**src/rtl/ddf_1p_2f_route_pkg.sv**
```systemverilog
// rtl/ddf_1p_2f_route_pkg.sv - shared DDF state encodings and tag-bit helper
package ddf_1p_2f_route_pkg;

  // Shared with the pick actor: keep these encodings stable.
  typedef enum logic [1:0] {
    ST_HDR  = 2'd0,
    ST_ANN  = 2'd1,
    ST_XFER = 2'd2
  } ddf_st_e;

  // Flow tag sits in the MSB of a header/NDA token.
  function automatic int ddf_tag_bit(input int width_nda);
    return width_nda - 1;
  endfunction

endpackage

```
**src/rtl/ddf_burst_cnt.sv**
```systemverilog
// rtl/ddf_burst_cnt.sv - loadable burst down-counter with last-word flag
module ddf_burst_cnt #(
  parameter int W = 7
) (
  input  logic         ck_i,
  input  logic         rst_i,
  input  logic         load_i,
  input  logic [W-1:0] load_val_i,
  input  logic         dec_i,
  output logic         last_o
);

  logic [W-1:0] cnt_q, cnt_d;

  // Load wins over decrement; the caller never asks for both at once.
  always_comb begin
    cnt_d = cnt_q;
    if (load_i) begin
      cnt_d = load_val_i;
    end else if (dec_i) begin
      cnt_d = cnt_q - W'(1);
    end
  end

  // Count register.
  always_ff @(posedge ck_i or posedge rst_i) begin
    if (rst_i) begin
      cnt_q <= '0;
    end else begin
      cnt_q <= cnt_d;
    end
  end

  assign last_o = (cnt_q == W'(1));

endmodule

```
**src/rtl/ddf_1p_2f_route.sv**
```systemverilog
// rtl/ddf_1p_2f_route.sv - 2-flow DDF dispatch router; DDF_ROUTE_TAG_CHECK_EN enables tag checking
module ddf_1p_2f_route
  import ddf_1p_2f_route_pkg::*;
#(
  parameter int WIDTH     = 8,
  parameter int WIDTH_NDA = 8
) (
  input  logic                 ck,
  input  logic                 rst,
  input  logic [WIDTH_NDA-1:0] nda_data,
  input  logic                 nda_empty,
  output logic                 nda_read,
  input  logic [WIDTH-1:0]     in_data,
  input  logic                 in_empty,
  output logic                 in_read,
  output logic [WIDTH_NDA-1:0] nda0_out,
  output logic                 nda0_wr,
  input  logic                 nda0_full,
  output logic [WIDTH_NDA-1:0] nda1_out,
  output logic                 nda1_wr,
  input  logic                 nda1_full,
  output logic [WIDTH-1:0]     out0_data,
  output logic                 out0_wr,
  input  logic                 out0_full,
  output logic [WIDTH-1:0]     out1_data,
  output logic                 out1_wr,
  input  logic                 out1_full,
  output logic                 err
);

  localparam int CW      = WIDTH_NDA - 1;
  localparam int TAG_BIT = ddf_tag_bit(WIDTH_NDA);

  ddf_st_e       st_q, st_d;
  logic          dest_q, dest_d;
  logic [CW-1:0] n_q, n_d;
  logic [CW-1:0] hdr_n;
  logic          cnt_load, cnt_dec, cnt_last;
  logic          nda_read_c, nda_wr_c, in_read_c, out_wr_c;
  logic          sel_nda_full, sel_out_full;
  logic          tag_bad;

  assign hdr_n        = nda_data[CW-1:0];
  assign sel_nda_full = dest_q ? nda1_full : nda0_full;
  assign sel_out_full = dest_q ? out1_full : out0_full;

`ifdef DDF_ROUTE_TAG_CHECK_EN
  assign tag_bad = (in_data[WIDTH-1] != dest_q);
`else
  assign tag_bad = 1'b0;
`endif

  ddf_burst_cnt #(.W(CW)) u_cnt (
    .ck_i       (ck),
    .rst_i      (rst),
    .load_i     (cnt_load),
    .load_val_i (hdr_n),
    .dec_i      (cnt_dec),
    .last_o     (cnt_last)
  );

  // Next state and raw strobes; a mistagged word is popped and dropped even when the output is full.
  always_comb begin
    st_d       = st_q;
    dest_d     = dest_q;
    n_d        = n_q;
    cnt_load   = 1'b0;
    cnt_dec    = 1'b0;
    nda_read_c = 1'b0;
    nda_wr_c   = 1'b0;
    in_read_c  = 1'b0;
    out_wr_c   = 1'b0;
    case (st_q)
      ST_HDR: begin
        if (!nda_empty) begin
          nda_read_c = 1'b1;
          dest_d     = nda_data[TAG_BIT];
          n_d        = hdr_n;
          cnt_load   = 1'b1;
          if (hdr_n != '0) st_d = ST_ANN;
        end
      end
      ST_ANN: begin
        if (!sel_nda_full) begin
          nda_wr_c = 1'b1;
          st_d     = ST_XFER;
        end
      end
      ST_XFER: begin
        if (!in_empty) begin
          if (tag_bad) begin
            in_read_c = 1'b1;
            cnt_dec   = 1'b1;
          end else if (!sel_out_full) begin
            in_read_c = 1'b1;
            out_wr_c  = 1'b1;
            cnt_dec   = 1'b1;
          end
          if (cnt_dec && cnt_last) st_d = ST_HDR;
        end
      end
      default: st_d = ST_HDR;
    endcase
  end

  // State, destination and burst-length registers.
  always_ff @(posedge ck or posedge rst) begin
    if (rst) begin
      st_q   <= ST_HDR;
      dest_q <= 1'b0;
      n_q    <= '0;
    end else begin
      st_q   <= st_d;
      dest_q <= dest_d;
      n_q    <= n_d;
    end
  end

`ifdef DDF_ROUTE_TAG_CHECK_EN
  logic err_q;

  // Sticky mismatch flag, cleared only by reset.
  always_ff @(posedge ck or posedge rst) begin
    if (rst) begin
      err_q <= 1'b0;
    end else if (st_q == ST_XFER && !in_empty && tag_bad) begin
      err_q <= 1'b1;
    end
  end

  assign err = err_q;
`else
  assign err = 1'b0;
`endif

  // Strobes are suppressed while reset is held so no FIFO moves during reset.
  assign nda_read  = nda_read_c & ~rst;
  assign in_read   = in_read_c & ~rst;
  assign nda0_wr   = nda_wr_c & ~dest_q & ~rst;
  assign nda1_wr   = nda_wr_c & dest_q & ~rst;
  assign out0_wr   = out_wr_c & ~dest_q & ~rst;
  assign out1_wr   = out_wr_c & dest_q & ~rst;
  assign nda0_out  = {1'b0, n_q};
  assign nda1_out  = {1'b1, n_q};
  assign out0_data = in_data;
  assign out1_data = in_data;

endmodule
```
**config.mk**
```make
export PLATFORM = sky130hd
export DESIGN_NAME = ddf_1p_2f_route
export DESIGN_NICKNAME = d
export VERILOG_FILES = /design/src/rtl/ddf_1p_2f_route_pkg.sv /design/src/rtl/ddf_burst_cnt.sv /design/src/rtl/ddf_1p_2f_route.sv
export SDC_FILE = /design/constraint.sdc
export NUM_CORES = 1
export LEC_CHECK = 0
export BUFFER_PORTS_ARGS = -buffer_cell sky130_fd_sc_hd__buf_2
export CORE_ASPECT_RATIO = 0.9
export CORE_MARGIN = 4
export CORE_UTILIZATION = 41
export CTS_BUF_LIST = sky130_fd_sc_hd__clkbuf_8
export CTS_CLUSTER_SIZE = 25
export DETAILED_ROUTE_END_ITERATION = 16
export PLACE_DENSITY = 0.79
export SLEW_MARGIN = 25
export SYNTH_ARGS = -nofsm -noshare
export SYNTH_HDL_FRONTEND = slang
export SYNTH_SLANG_ARGS = --single-unit
```
**constraint.sdc**
```tcl
create_clock -name ck -period 1.46 [get_ports ck]
set_input_delay 0.073 -clock ck [delete_from_list [all_inputs] [get_ports ck]]
set_output_delay 0.073 -clock ck [all_outputs]
set_load 0.03 [all_outputs]
```
* Word-level counts from Yosys, hierarchy flattened
Cells that the tools add are included.
Widths: inputs -> output; s select.
** Cells by class
- Add/subtract/negate cells :: 1
- Eq/ne operators :: 8
- Mux-type cells :: 21
- Bitwise operators :: 13
- Reductions and logical operators :: 6
** Operator list (number)
- $mux 7 :: 2
- $mux 1 :: 13
- $and 1x1->1 :: 10
- $mux 2 :: 5
- $ne 2x2->1 const B :: 5
- $eq 7x1->1 const B :: 1
- $reduce_bool 7->1 :: 1
- $sub 7x1->7 const B :: 1
- $pmux 2 s3 :: 1
- $reduce_and 5->1 :: 1
- $not 1->1 :: 3
- $eq 2x1->1 const B :: 1
- $eq 2x2->1 const B :: 1
- $logic_not 2->1 :: 1
- $reduce_and 2->1 :: 1
- $reduce_bool 2->1 :: 1
- $logic_and 1x1->1 :: 1
** Storage, ports and cells
- Bits in registers :: 17
- Bits of input ports :: 24
- Output and inout port bits :: 39
- Logic and storage cells :: 53

* Logic depth before layout (Yosys ltp)
- Depth after elaboration :: 8
- Gate-level depth with buffers :: 5
- Gate-level depth less buffers :: 5

* Hierarchy
A second synthesis with hierarchy kept.
** Unflattened totals
- Cells, all modules :: 114
- Area total of the unflattened synthesis :: 1116.1 µm²
** By module, submodules not included
- ddf_1p_2f_route :: times used 1, cells each 66, area each 699.4 µm², sequential area each 250.2 µm²
- ddf_burst_cnt :: times used 1, cells each 48, area each 416.6 µm², sequential area each 175.2 µm²

* Least setup slack after synthesis
No wires, ideal clock.
- Path type :: reg-to-output
- Start point :: register dest_q
- End point :: output out1_wr
- Arrival time :: 1.772 ns
- Required time :: 1.387 ns
- Slack :: -0.385 ns
- Stages on the path, launching flop included :: 6
- Path buffers :: 1
- Cell sequence :: dfrtp_1 clkbuf_2 mux2i_4 nand2_1 nor2_1 and2_1
** Between the ends
- Longest elaborated chain between the ends :: 6
** Ends and longest elaborated chain
- start: declaration :: line ddf_1p_2f_route.sv:35 : logic dest_q, dest_d;
- start signal: assignment :: line ddf_1p_2f_route.sv:114 : dest_q <= dest_d;
- $mux 1 :: line ddf_1p_2f_route.sv:45 : assign sel_out_full = dest_q ? out1_full : out0_full;
- $mux 1 :: line ddf_1p_2f_route.sv:94 : end else if (!sel_out_full) begin
- $mux 1 :: line ddf_1p_2f_route.sv:90 : if (!in_empty) begin
- $mux 1 :: line ddf_1p_2f_route.sv:73 : case (st_q)
- $and 1x1->1 * (2 in a row) :: line ddf_1p_2f_route.sv:142 : assign out1_wr = out_wr_c & dest_q & ~rst;
- end: declaration :: line ddf_1p_2f_route.sv:26 : output logic out1_wr,
Every way passes the cells marked *; elsewhere a longest branch is shown, timed or not.

* Final worst setup path
- Start point :: register st_q[0]
- End point :: output nda_read
** Between the ends
- Longest elaborated chain between the ends :: 3
** Ends and longest elaborated chain
- start: declaration :: line ddf_1p_2f_route.sv:34 : ddf_st_e st_q, st_d;
- start signal: assignment :: line ddf_1p_2f_route.sv:113 : st_q <= st_d;
- $logic_not 2->1 :: line ddf_1p_2f_route.sv:73
- $mux 1 :: line ddf_1p_2f_route.sv:73
- $and 1x1->1 :: line ddf_1p_2f_route.sv:137 : assign nda_read = nda_read_c & ~rst;
- end: declaration :: line ddf_1p_2f_route.sv:12 : output logic nda_read,
No other way between the ends.

==> impl_metrics.yaml <==
drt:
  wl_per_cell_um: 15.5
  dr_total_vias: 1000
  drt_pass1_iterations: 4
  drc: 0
  ant_nets: 0
  wirelength_um: 2900
  avgViaCountPerCell: 5.35
  drt_iter0_drc: 82
floorplan:
  start_util_pct: 43.7
  die_area_mm2: 0.00357
  core-area_mm2: 0.00251
  ios: 63
  num_rows: 17
  die_h_um: 57.1
  die_w_um: 62.5
worst_setup_path:
  r2r_start: "st_q[1]$_DFFE_PP0P_"
  critPathKind: "flop to output port"
  reg2regPathDepth: 6
  crit_fanout: 7
  start_kind: "flop"
  critical_path.max_stage_delay_ps: 430
  cp.arrival_ps: 1540
  end_kind: "output port"
  path_cells: "buf_4 > or3_4 > nor2_2 > buf_6"
  crit_path_top_delay_cell: "dfrtp_2"
  reg2reg_slack_ps: -120
  regToRegEndpoint: "u_cnt.cnt_q[3]$_DFFE_PP0P_"
  crit_required_ps: 1390
outcome:
  violations: "setup timing"
  status: "complete, but fails checks"
yosys:
  avgSynthCellArea_um2: 8.51
  yosysSeqAreaShare_pct: 38.8
  yosys_warnings: 0
  synth_area_mm2: 0.00110
  ys_types: 31
  ys_seq_elements: 17
  netlist_instances: 129
cells_and_area:
  multi_input_area_um2: 504
  n_fill_cell: 213
  ff_latch_area_um2: 427
  syn2layout_area_growth_pct: 24.7
  finalNetCount: 186
  drive_gt1_share_pct: 43.4
  diodes: 0
sta:
  fin_crit_sh_pct: 110
  setup_slack_ps: -153
  rsz0062_at_grt: "yes"
  worst_pin_slew_ps: 675
  finalSetupViolations: 10
  hold_slack_ps: 16.4
  finClkSkew_ps: 5.48
  relSlewSlack_pct: 54.9
  fin_setup_tns_ps: -927
  fin_crit_ps: 1610
  slew_violations: 0
  hold_viol_final: 0
  fmax_mhz: 620
worst_hold_path:
  min_from: "nda_data[7]"
  hold_depth: 3
  holdPathEnd: "dest_q$_DFFE_PP0P_"
  hold_class: "primary input to flop"
placement:
  port_buffers: 35
  gp_congestion: 0.905
  dp_hpwl_um: 1940
clock_network:
  clk_path_buf_depth: 2
  cts-root-buf: "clkbuf_8"
  clk_pin_slew_ps: 70
  htree_levels: 1
  cts_buffers: 3
  clkSinkCount: 17
  tritoncts: "done"
  clk_latency_ps: 250
job:
  maxCapViolations: 0
global_route:
  grt_pass1_vias: 949
  grt_use_total_pct: 15.2
  grt-ovfl-total: 0
  grt_max_degree: 18
  grt_pass1_wl_um: 4410
  antenna_found_initial: 0
pwr:
  power_density_mw_per_mm2: 2150
  ir_drop_mv: 0.543
  leakage_nw: 0.714
==> per-stage QoR <==
step	total power, W	setup slack, ps	util [%]	instance area (um^2)	instances
after global placement	0.00230	38.3	46.6	1170	172
after global routing	0.00314	-191	54.5	1370	187
after CTS	0.00277	-66.7	50.6	1270	179
after floorplan	0.00209	-212	-	1110	130
after detailed placement	0.00236	-16.4	46.6	1170	172
final	0.00294	-153	54.5	1370	187
==> power breakdown <==
part           switching (W)  leakage [nW]  internal (W)
Clock               0.000155        0.0269      0.000186
Sequential          0.000236         0.209      0.000700
Combinational       0.000981         0.478      0.000681
Total                0.00137         0.714       0.00157
==> layer usage <==
layer	vias to the layer above	track usage [%]	share of wire, %
met1	475	17.7	40
met5	-	0	0
met2	48	28.0	51
met3	8	1.97	7.0
met4	0	6.60	1.9
li1	469	-	-
==> cells in the final DEF (no fill, tap or decap), types with 2 or more instances in the layout <==
master / Yosys / final
nor3_1: 5 / 3
nor3_2: 0 / 2
o21ai_0: 3 / 2
nand4_1: 2 / 2
inv_1: 3 / 4
conb_1: 2 / 3
buf_6: 0 / 3
a21oi_1: 2 / 2
nand3_1: 2 / 2
clkbuf_8: 0 / 3
o21bai_1: 3 / 3
buf_4: 26 / 21
nor4_1: 3 / 2
nand2_1: 29 / 28
ha_1: 2 / 2
dfrtp_1: 17 / 16
buf_2: 0 / 29
a21o_1: 2 / 2
nor2_1: 9 / 7
a221o_1: 3 / 3
==> kinds of logic after synthesis <==
kind of cell | synth area share, %
buffers and inverters | 20.0
adder cells (fa/ha/maj) | 2.28
AO/OA/AOI/OAI | 9.92
multiplexers | 3.08
flip-flops | 38.8
XOR/XNOR | 0.798
AND/OR/NAND/NOR | 24.5
other | 0.684
==> state kept, by name, indices dropped and copies added, names as in the netlist <==
name         cells
n_q              7
u_cnt.cnt_q      7
st_q             2
dest_q           1
==> synth_stat cells <==
| master | n | area, um^2 |
|---|---|---|
| nand2_1 | 29 | 109 |
| buf_4 | 26 | 195 |
| dfrtp_1 | 17 | 425 |
| nor2_1 | 9 | 33.8 |
| nor3_1 | 5 | 25.0 |
| a221o_1 | 3 | 30.0 |
| inv_1 | 3 | 11.3 |
| nor4_1 | 3 | 18.8 |
| o21ai_0 | 3 | 15.0 |
| o21bai_1 | 3 | 22.5 |
| a21o_1 | 2 | 15.0 |
| a21oi_1 | 2 | 10.0 |
| clkbuf_1 | 2 | 7.51 |
| conb_1 | 2 | 7.51 |
| ha_1 | 2 | 25.0 |
| nand3_1 | 2 | 10.0 |
| nand4_1 | 2 | 12.5 |
| a211oi_1 | 1 | 7.51 |
| and2_1 | 1 | 6.26 |
| and3_1 | 1 | 6.26 |
| clkbuf_2 | 1 | 5.00 |
| mux2_2 | 1 | 11.3 |
| mux2i_4 | 1 | 22.5 |
| nand3b_1 | 1 | 7.51 |
| nor2b_1 | 1 | 6.26 |
| nor3b_1 | 1 | 7.51 |
| nor3b_2 | 1 | 12.5 |
| o311ai_0 | 1 | 8.76 |
| or3_1 | 1 | 6.26 |
| or4_1 | 1 | 7.51 |
| xor2_1 | 1 | 8.76 |
==> critical path, delay by kind of cell (launching register included) <==
kind	cells	cell delay (ps)
DFF	1	430
and+or+nand+nor	2	550
buffers and inverters	2	310
==> how the worst max path moves through the flow <==
stage                             start                         end  slack, ps  cells after the start
floorplan            dest_q$_DFFE_PP0P_                     out0_wr       -210                      4
global placement    st_q[0]$_DFFE_PP0P_  u_cnt.cnt_q[5]$_DFFE_PP0P_         40                      5
detailed placement  st_q[0]$_DFFE_PP0P_  u_cnt.cnt_q[3]$_DFFE_PP0P_        -20                      4
CTS                  dest_q$_DFFE_PP0P_                     out1_wr        -70                      5
global route        st_q[1]$_DFFE_PP0P_                     out0_wr       -190                      4
finish              st_q[0]$_DFFE_PP0P_                    nda_read       -150                      4
==> layout make-up <==
class,instances,share of cell area (%)
Multi-Input combinational cell,81,36.8
Tap cell,28,2.56
Timing Repair Buffer,54,25.3
Sequential cell,17,31.2
Inverter,3,0.823
Clock buffer,3,3.02
Clock inverter,1,0.274
==> repair_timing <==
item                                    4_1_cts  5_1_grt
resized for setup                            11       11
buffers inserted                              2        8
endpoints found under the setup margin        7       14
endpoints found under the hold margin        17        0
pin swaps                                     2        5
hold buffers                                  1        0
Power figures use the tool's default switching activity.
